**config.mk**
```make
export PLATFORM = sky130hd
export DESIGN_NAME = demux1a2_lane_sched
export DESIGN_NICKNAME = d
export VERILOG_FILES = /design/src/rtl/demux1a2_lane_sched_pkg.sv /design/src/rtl/demux1a2_lane_reg.sv /design/src/rtl/demux1a2_lane_sched.sv
export SDC_FILE = /design/constraint.sdc
export NUM_CORES = 1
export LEC_CHECK = 0
export BUFFER_PORTS_ARGS = -buffer_cell sky130_fd_sc_hd__buf_2
export CAP_MARGIN = 15
export CORE_MARGIN = 5
export CORE_UTILIZATION = 45
export CTS_CLUSTER_SIZE = 8
export DETAILED_ROUTE_END_ITERATION = 12
export GPL_TIMING_DRIVEN = 0
export PLACE_DENSITY = 0.75
export RECOVER_POWER = 100
export SLEW_MARGIN = 25
export SYNTH_ARGS = -nofsm -noshare
export SYNTH_HDL_FRONTEND = slang
export SYNTH_SLANG_ARGS = --single-unit
```
**constraint.sdc**
```tcl
create_clock -name clk_4f -period 1.6 [get_ports clk_4f]
set_input_delay 0.08 -clock clk_4f [delete_from_list [all_inputs] [get_ports clk_4f]]
set_output_delay 0.08 -clock clk_4f [all_outputs]
set_load 0.01 [all_outputs]
```
**src/rtl/demux1a2_lane_sched_pkg.sv**
```systemverilog
// Shared encodings for the RX lane scheduler and the TX-side mux scheduler.
// Holds the FSM state codes, mode constants and the per-byte routing decision.
package demux1a2_lane_sched_pkg;

    typedef enum logic [1:0] {
        ST_IDLE  = 2'd0,
        ST_RUN   = 2'd1,
        ST_STALL = 2'd2
    } sched_state_e;

    localparam logic [1:0] MODE_RR  = 2'b00;
    localparam logic [1:0] MODE_L0  = 2'b01;
    localparam logic [1:0] MODE_L1  = 2'b10;
    localparam logic [1:0] MODE_OFF = 2'b11;

    typedef struct packed {
        logic load0;
        logic load1;
        logic drop;
        logic ptr_toggle;
    } route_t;

    // Forced modes never spill; round-robin spills to the other lane without
    // moving the pointer, so the skipped lane stays preferred.
    function automatic route_t route_byte(input logic [1:0] mode,
                                          input logic       ptr,
                                          input logic       af0,
                                          input logic       af1);
        route_t r;
        logic   pref_full;
        logic   other_full;
        r          = '0;
        pref_full  = ptr ? af1 : af0;
        other_full = ptr ? af0 : af1;
        case (mode)
            MODE_OFF: r.drop = 1'b1;
            MODE_L0: begin
                if (!af0) r.load0 = 1'b1;
                else      r.drop  = 1'b1;
            end
            MODE_L1: begin
                if (!af1) r.load1 = 1'b1;
                else      r.drop  = 1'b1;
            end
            default: begin
                if (!pref_full) begin
                    r.load0      = ~ptr;
                    r.load1      = ptr;
                    r.ptr_toggle = 1'b1;
                end else if (!other_full) begin
                    r.load0 = ptr;
                    r.load1 = ~ptr;
                end else begin
                    r.drop = 1'b1;
                end
            end
        endcase
        return r;
    endfunction

endpackage

```
**src/rtl/demux1a2_lane_reg.sv**
```systemverilog
// Per-lane registered output stage: strobe follows load, data holds when not loaded.
module demux1a2_lane_reg #(
    parameter int unsigned DATA_W = 8
) (
    input  logic              clk_4f,
    input  logic              reset,
    input  logic              load_i,
    input  logic [DATA_W-1:0] data_i,
    output logic              valid_o,
    output logic [DATA_W-1:0] data_o
);

    logic              valid_q;
    logic [DATA_W-1:0] data_q;

    always_ff @(posedge clk_4f) begin
        if (reset) begin
            valid_q <= 1'b0;
            data_q  <= '0;
        end else begin
            valid_q <= load_i;
            if (load_i) begin
                data_q <= data_i;
            end
        end
    end

    assign valid_o = valid_q;
    assign data_o  = data_q;

endmodule

```
**src/rtl/demux1a2_lane_sched.sv**
```systemverilog
// RX lane scheduler: steers each valid byte to lane 0/1 under backpressure,
// counts drops, and re-aligns the round-robin pointer after an idle timeout.
//
// state | meaning
// IDLE  | no traffic; pointer held at lane 0
// RUN   | routing bytes, idle counter tracking gaps
// STALL | both lanes almost full; every valid byte is dropped
module demux1a2_lane_sched
    import demux1a2_lane_sched_pkg::*;
#(
    parameter int unsigned DATA_W       = 8,
    parameter int unsigned IDLE_TIMEOUT = 4,
    parameter int unsigned CNT_W        = 8
) (
    input  logic              clk_4f,
    input  logic              reset,
    input  logic              valid_in,
    input  logic [DATA_W-1:0] data_in,
    input  logic [1:0]        mode,
    input  logic              almost_full0,
    input  logic              almost_full1,
    output logic              valid_out0,
    output logic              valid_out1,
    output logic [DATA_W-1:0] data_out0,
    output logic [DATA_W-1:0] data_out1,
    output logic              lane_ptr,
    output logic [CNT_W-1:0]  drop_count,
    output logic [1:0]        state_out
);

    localparam int unsigned IW = $clog2(IDLE_TIMEOUT + 1);
    localparam logic [IW-1:0] TMO = IW'(IDLE_TIMEOUT);

    sched_state_e     state_q, state_d;
    logic             ptr_q, ptr_d;
    logic [IW-1:0]    idle_q, idle_d;
    logic [CNT_W-1:0] drop_q, drop_d;

    route_t rt;
    logic   both_full;
    logic   timeout;
    logic   load0, load1, drop;

    always_ff @(posedge clk_4f) begin
        if (reset) begin
            state_q <= ST_IDLE;
            ptr_q   <= 1'b0;
            idle_q  <= '0;
            drop_q  <= '0;
        end else begin
            state_q <= state_d;
            ptr_q   <= ptr_d;
            idle_q  <= idle_d;
            drop_q  <= drop_d;
        end
    end

    // Timeout is judged on the updated count, so it fires on the Nth idle edge.
    always_comb begin
        both_full = almost_full0 & almost_full1;
        idle_d    = valid_in ? '0 : ((idle_q == TMO) ? idle_q : idle_q + IW'(1));
        timeout   = (idle_d == TMO);
        state_d   = state_q;
        case (state_q)
            ST_IDLE: begin
                if (valid_in) state_d = both_full ? ST_STALL : ST_RUN;
            end
            ST_RUN: begin
                if (timeout)        state_d = ST_IDLE;
                else if (both_full) state_d = ST_STALL;
            end
            ST_STALL: begin
                if (timeout)         state_d = ST_IDLE;
                else if (!both_full) state_d = ST_RUN;
            end
            default: state_d = ST_IDLE;
        endcase
    end

    always_comb begin
        rt    = route_byte(mode, ptr_q, almost_full0, almost_full1);
        load0 = valid_in && (state_q != ST_STALL) && rt.load0;
        load1 = valid_in && (state_q != ST_STALL) && rt.load1;
        drop  = valid_in && ((state_q == ST_STALL) || rt.drop);

        ptr_d = ptr_q;
        if ((load0 || load1) && rt.ptr_toggle) ptr_d = ~ptr_q;
        if (state_d == ST_IDLE) ptr_d = 1'b0;

        drop_d = drop_q;
        if (drop && (drop_q != {CNT_W{1'b1}})) drop_d = drop_q + CNT_W'(1);

        state_out  = state_q;
        lane_ptr   = ptr_q;
        drop_count = drop_q;
    end

    demux1a2_lane_reg #(.DATA_W(DATA_W)) u_lane0 (
        .clk_4f  (clk_4f),
        .reset   (reset),
        .load_i  (load0),
        .data_i  (data_in),
        .valid_o (valid_out0),
        .data_o  (data_out0)
    );

    demux1a2_lane_reg #(.DATA_W(DATA_W)) u_lane1 (
        .clk_4f  (clk_4f),
        .reset   (reset),
        .load_i  (load1),
        .data_i  (data_in),
        .valid_o (valid_out1),
        .data_o  (data_out1)
    );

endmodule

```
==> results of run 1 <==
cells in the final DEF, fill, tap and decap left out, drive strengths merged, types with 2 or more instances in the layout:
cell type / count
clkbuf: 36
dfxtp: 32
nor2: 24
buf: 20
mux2i: 18
dlygate4sd3: 10
a21oi: 7
o21ai: 6
inv: 5
or3: 5
nand3: 4
nand2: 4
nor3: 4
nand4: 3
ha: 3
a211oi: 2
o31ai: 2
or4: 2
clkinv: 2
cell type report:
class | instances | share of cell area
tap | 33 | 0.0231
timing repair buffer | 53 | 0.159
buffer | 7 | 0.0273
multi-input combinational | 99 | 0.385
sequential | 32 | 0.361
clock inverter | 2 | 0.00559
inverter | 5 | 0.0105
clock buffer | 6 | 0.0287
worst max-delay path, stage by stage:
cell and delay [ns]:
dlygate4sd3_1 0.62, or3b_2 0.48, nand4_1 0.15, buf_6 0.16, mux2i_1 0.20, nor2_1 0.05
metal layers:
metal	track usage	part of all wire
met1	0.195	0.42
met2	0.301	0.49
met3	0.0513	0.060
met4	0.0933	0.021
met5	0	0
through the flow:
| stage | hold slack, ns | total power (W) | utilization |
|---|---|---|---|
| global route | 0.0783 | 0.00160 | 0.601 |
| finish | 0.0378 | 0.00153 | 0.601 |
| CTS | 0.0841 | 0.00153 | 0.600 |
| detailed placement | 0.335 | 0.00103 | 0.545 |
| global placement | 0.326 | 0.00102 | 0.545 |
| floorplan | 0.172 | 0.000958 | - |
power by group:
part	switching, W	internal (W)
Clock	0.000286	0.000209
Combinational	0.0000996	0.0000918
Sequential	0.0000205	0.000822
kinds of logic after synthesis:
group           synth area share
buf+inv                   0.0494
simple gates               0.210
mux                        0.132
xor+xnor                 0.00641
compound gates             0.107
fa+ha+maj                 0.0275
flops                      0.468
what timing repair did:
item | CTS | global route
hold endpoints to repair | 15 | 0
pin swaps | 0 | 1
hold buffers | 10 | 0
setup endpoints to repair | 3 | 13
gates cloned | 0 | 1
gates resized for setup | 1 | 11
how the worst min path moves through the flow:
stage            startpoint                 to  slack, ns
2_1_floorplan  almost_full0       state_out[0]       0.17
3_3_place_gp     data_in[1]  u_lane0.data_o[1]       0.33
3_5_place_dp     data_in[1]  u_lane0.data_o[1]       0.34
4_1_cts            valid_in          idle_q[2]       0.08
5_1_grt               reset           lane_ptr       0.08
6_report              reset           lane_ptr       0.04
sequential cells by signal, indices dropped and copies added (netlist names):
| signal | cells |
|---|---|
| drop_count | 8 |
| idle_q | 3 |
| lane_ptr | 1 |
| state_out | 2 |
| u_lane0.data_o | 8 |
| u_lane0.valid_o | 1 |
| u_lane1.data_o | 8 |
| u_lane1.valid_o | 1 |
==> impl_results.md, run 1 <==
* Count leader, synth: dfxtp_1
* Total grt overflow at 0
* DIE HEIGHT at between 60 and 70 microns
* CP Max Fanout at 6
* # Post-CTS Setup Buffers at 0
* Leakage power at between 0.7 and 0.8 nW
* Area of the multi-input gates at roughly 700 sq um
* Worst Path Arrival at roughly 1.7 ns
* Initial antenna violation count at 0
* DRC Markers at 0
* Status: complete, no violations
* Avg Synthesized Cell Area at between 9 and 10 sq um
* GPL Wtd Cong at 0.745
* Worst VDD drop at about 0.36 mV
* Hold path depth at 4
* WL per Instance at ~15 microns
* Hold violation total from the final report at 0
* Period utilization at 0.950
* Final WS setup at 0.0801 ns
* First-pass GRT wire length at approximately 5.7 mm
* Root Buffer: clkbuf_4
* Worst r2r path cells at 6
* Share of the synthesized area in the top cell type at 0.468
* R2R Path End: drop_count[4]
* H-tree depth at 2
* Router iterations before antenna repair at 4
* Critical path class: in2reg
* Longest Clk Path Bufs at 2
* Top_reg_cell synth: dfxtp_1
* GRT Resource Usage Total at 0.175
* Post-Route WL at 3.45 mm
* Worst-margin pin slew at around 0.44 ns
* Distinct cells, synth at 33
* N_diodes at 0
* Shortest period the worst path allows at about 1.5 ns
* Yosys warning total at 0
* Post-synth top cells: dfxtp_1, nor2_1, mux2i_1
* Non-filler cells, final at about 240
* Largest cells by area after synthesis: dfxtp_1, mux2i_1, nor2_1
* Max Cap Viol at 0
* Die area at about 0.0042 sq mm
* HP Class: in2reg
* Placed instance count at around 220
* Crit path from: almost_full1
* Initial DRC count at 31
* Layout Nets at around 220
* Fmax at ~0.66 GHz
* Syn nets at between 150 and 200
* Pwr dens at 854 mW/mm^2
* Final ANT Viol Nets at 0
* Pin count of the biggest net entering global routing at 11
* Crit end category: flip-flop
* Via density at about 5.3
* Worst Path Required at about 1.8 ns
* CP Launch Type: input port
* Clk Latency, worst-skew pair at between 0.3 and 0.4 ns
* CP endpoint: u_lane0.data_o[4]
* Seq/Total Area, Yosys at 0.468
* Placement Cell Area at around 0.0016 sq mm
* Slew HR at 0.703
* DP Wirelength at roughly 2.5 mm
* Number of global-route vias before repair at roughly 1300
* Final instance area at between 0.0015 and 0.002 sq mm
* Yosys top cell by area: dfxtp_1
* Clock skew at between 0.006 and 0.007 ns
* Pre-CTS setup slack at -0.0763 ns
* Worst-path clk slew at about 0.1 ns
* Fin Setup TNS at 0 ns
* Yosys reg bits at 32
* Core ar. at between 0.002 and 0.003 sq mm
* Width of the die at between 60 and 70 microns
* TritonCTS clock tree: built
* Layout fillers at between 200 and 300
* Final Setup Violations at 0
* R2r startpoint: drop_count[1]
* Max Slew Vio Count at 0
* Mapped cell area at roughly 0.0014 sq mm
* Worst R2R Setup Slack at roughly 0.09 ns
* Initial Util at 0.459
* FP Rows at 20
* CTS Sinks at 32
* Area Growth Syn to Fin at 30.8%
* I/O pin cnt at 44
* PortBufs at 43
* Flip-flop and latch area at 646 sq um
* Mapped Cells at ~140
* Post-synth EDFFs at 0
* Layout cells sized above 1 at 0.196
* Vias at approximately 1300
* Num CTS Buffers at 5
* RSZ-0062 raised after global routing: false
* FFs w/ async S/R, synth at 0
(Power assumes the default switching activity.)
==> run 2: changes to the inputs <==
Settings changed: MAX_ROUTING_LAYER set to met4, SKIP_LAST_GASP set to 1.
==> impl_results.md, run 2 (synthesis results as in run 1) <==
* Status: complete, no violations
* Logic pwr share at 0.125
* Via density at around 5.3
* GRT Resource Usage Total at 0.180
* Router iterations before antenna repair at 4
* Core ar. at 0.00298 sq mm
* CTS Sinks at 32
* Placed instance count at 219
* Pin count of the biggest net entering global routing at 11
* Period utilization at 0.950
* Worst-path clk slew at ~0.10 ns
* R2r startpoint: drop_count[0]
* Final core utilization at 0.601
* Area Growth Syn to Fin at 30.8%
* Non-filler cells, final at around 240
* Hold path startpoint: reset
* CP Launch Type: input port
* Pwr dens at approximately 850 mW/mm^2
* First-pass GRT wire length at between 5 and 6 mm
* Leakage power at ~0.78 nW
* Total grt overflow at 0
* Pre-CTS setup slack at -0.0763 ns
* PortBufs at 43
* Final Setup Violations at 0
* Root Buffer: clkbuf_4
* Placement Cell Area at between 0.0015 and 0.002 sq mm
* R2R Path End: drop_count[4]
* Initial Util at 0.459
* Vias at about 1300
* Worst Path Arrival at 1.74 ns
* Sw power at 0.000405 W
* HP Class: in2reg
* TritonCTS clock tree: built
* Width of the die at about 65 microns
* RSZ-0062 raised after global routing: false
* Clock Power Share at 0.324
* FP Rows at 20
* Layout Nets at 221
* GPL Wtd Cong at roughly 0.75
* Num CTS Buffers at 5
* Hold EP: lane_ptr
* Worst-margin pin slew at about 0.45 ns
* I/O pin cnt at 44
* DRC Markers at 0
* DIE HEIGHT at ~65 microns
* Max Cap Viol at 0
* DP Wirelength at about 2.5 mm
* Cell internal pwr at about 0.0011 W
* Max Slew Vio Count at 0
* Worst R2R Setup Slack at roughly 0.10 ns
* Commonest cells after routing, fill and taps aside: clkbuf_1, dfxtp_1, nor2_1
* Commonest non-fill, non-tap cell in the layout: clkbuf_1
* Shortest period the worst path allows at roughly 1.5 ns
* Initial antenna violation count at 0
* Net switching fraction of the power at 0.265
* Hold path depth at 4
* Clock skew at about 0.007 ns
* Seq pwr share at 0.551
* Worst r2r path cells at 6
* Clk Latency, worst-skew pair at approximately 0.34 ns
* Number of global-route vias before repair at approximately 1300
* N_diodes at 0
* Final instance area at 0.00179 sq mm
* H-tree depth at 2
* Initial DRC count at 32
* Critical path class: in2reg
* Post-Route WL at around 3.4 mm
* WL per Instance at 14.5 microns
* CP Max Fanout at 6
* Final ANT Viol Nets at 0
* Worst Path Required at roughly 1.8 ns
* Worst VDD drop at approximately 0.36 mV
* Hold violation total from the final report at 0
* # Post-CTS Setup Buffers at 0
* Fmax at between 0.6 and 0.7 GHz
* Final WS setup at between 0.07 and 0.08 ns
* Slew HR at 0.703
* Crit end category: flip-flop
* Die area at ~0.0042 sq mm
* Layout cells sized above 1 at 0.196
* Longest Clk Path Bufs at 2
-- run 2: cell counts in the layout (fill, tap and decap cells not counted) --
Identical to the previous run, type by type.
-- run 2: per-layer routing --
| layer | routed length (microns) | global-route usage | vias up |
|---|---|---|---|
| li1 | - | - | 634 |
| met1 | 1480 | 0.197 | 583 |
| met2 | 1700 | 0.301 | 31 |
| met3 | 187 | 0.0479 | 9 |
| met4 | 73 | 0.0933 | 0 |
| met5 | 0 | - | - |
-- run 2: final cells by class --
class	instances	area, sq um
well taps	33	41.3
repair buffers	53	284
plain buffers	7	48.8
clock inverters	2	10.0
fillers	258	1190
multi-input cells	99	689
clock buffers	6	51.3
flip-flops and latches	32	646
inverters	5	18.8
-- run 2: through the flow --
| stage | power [W] | TNS, ns | hold WS, ns |
|---|---|---|---|
| floorplan | 0.000958 | 0 | 0.172 |
| finish | 0.00153 | 0 | 0.0384 |
| global route | 0.00160 | 0 | 0.0783 |
| CTS | 0.00153 | 0 | 0.0841 |
| global placement | 0.00102 | 0 | 0.326 |
| detailed placement | 0.00103 | -0.173 | 0.335 |
-- run 2: worst max-delay path by stage --
| stage | start | to | slack (ns) | cells past startpoint |
|---|---|---|---|---|
| final | almost_full1 | u_lane0.data_o[4] | 0.08 | 6 |
| after global routing | drop_count[1] | drop_count[1] | 0.005 | 6 |
| after CTS | idle_q[0] | state_out[1] | 0.009 | 6 |
| after detailed placement | idle_q[0] | state_out[1] | -0.08 | 6 |
| after global placement | idle_q[0] | state_out[0] | 0.004 | 6 |
| after floorplan | idle_q[0] | lane_ptr | 0.12 | 6 |
-- run 2: worst max-delay path, cell delays in order --
cell           delay (ns)
dlygate4sd3_1        0.62
or3b_2               0.48
nand4_1              0.15
buf_6                0.16
mux2i_1              0.20
nor2_1               0.05
-- run 2: power groups by stage --
stage               combinational (W)  sequential [W]  clock, W
floorplan                   0.0000921        0.000866         0
finish                       0.000191        0.000842  0.000494
detailed placement           0.000171        0.000858         0
global route                 0.000213        0.000846  0.000540
global placement             0.000163        0.000855         0
CTS                          0.000191        0.000840  0.000503
-- run 2: repair_timing --
action | in CTS | in global routing
hold buffers | 10 | 0
gates cloned | 0 | 1
endpoints found under the hold margin | 15 | 0
gates resized for setup | 1 | 11
pin swaps | 0 | 1
endpoints found under the setup margin | 3 | 13
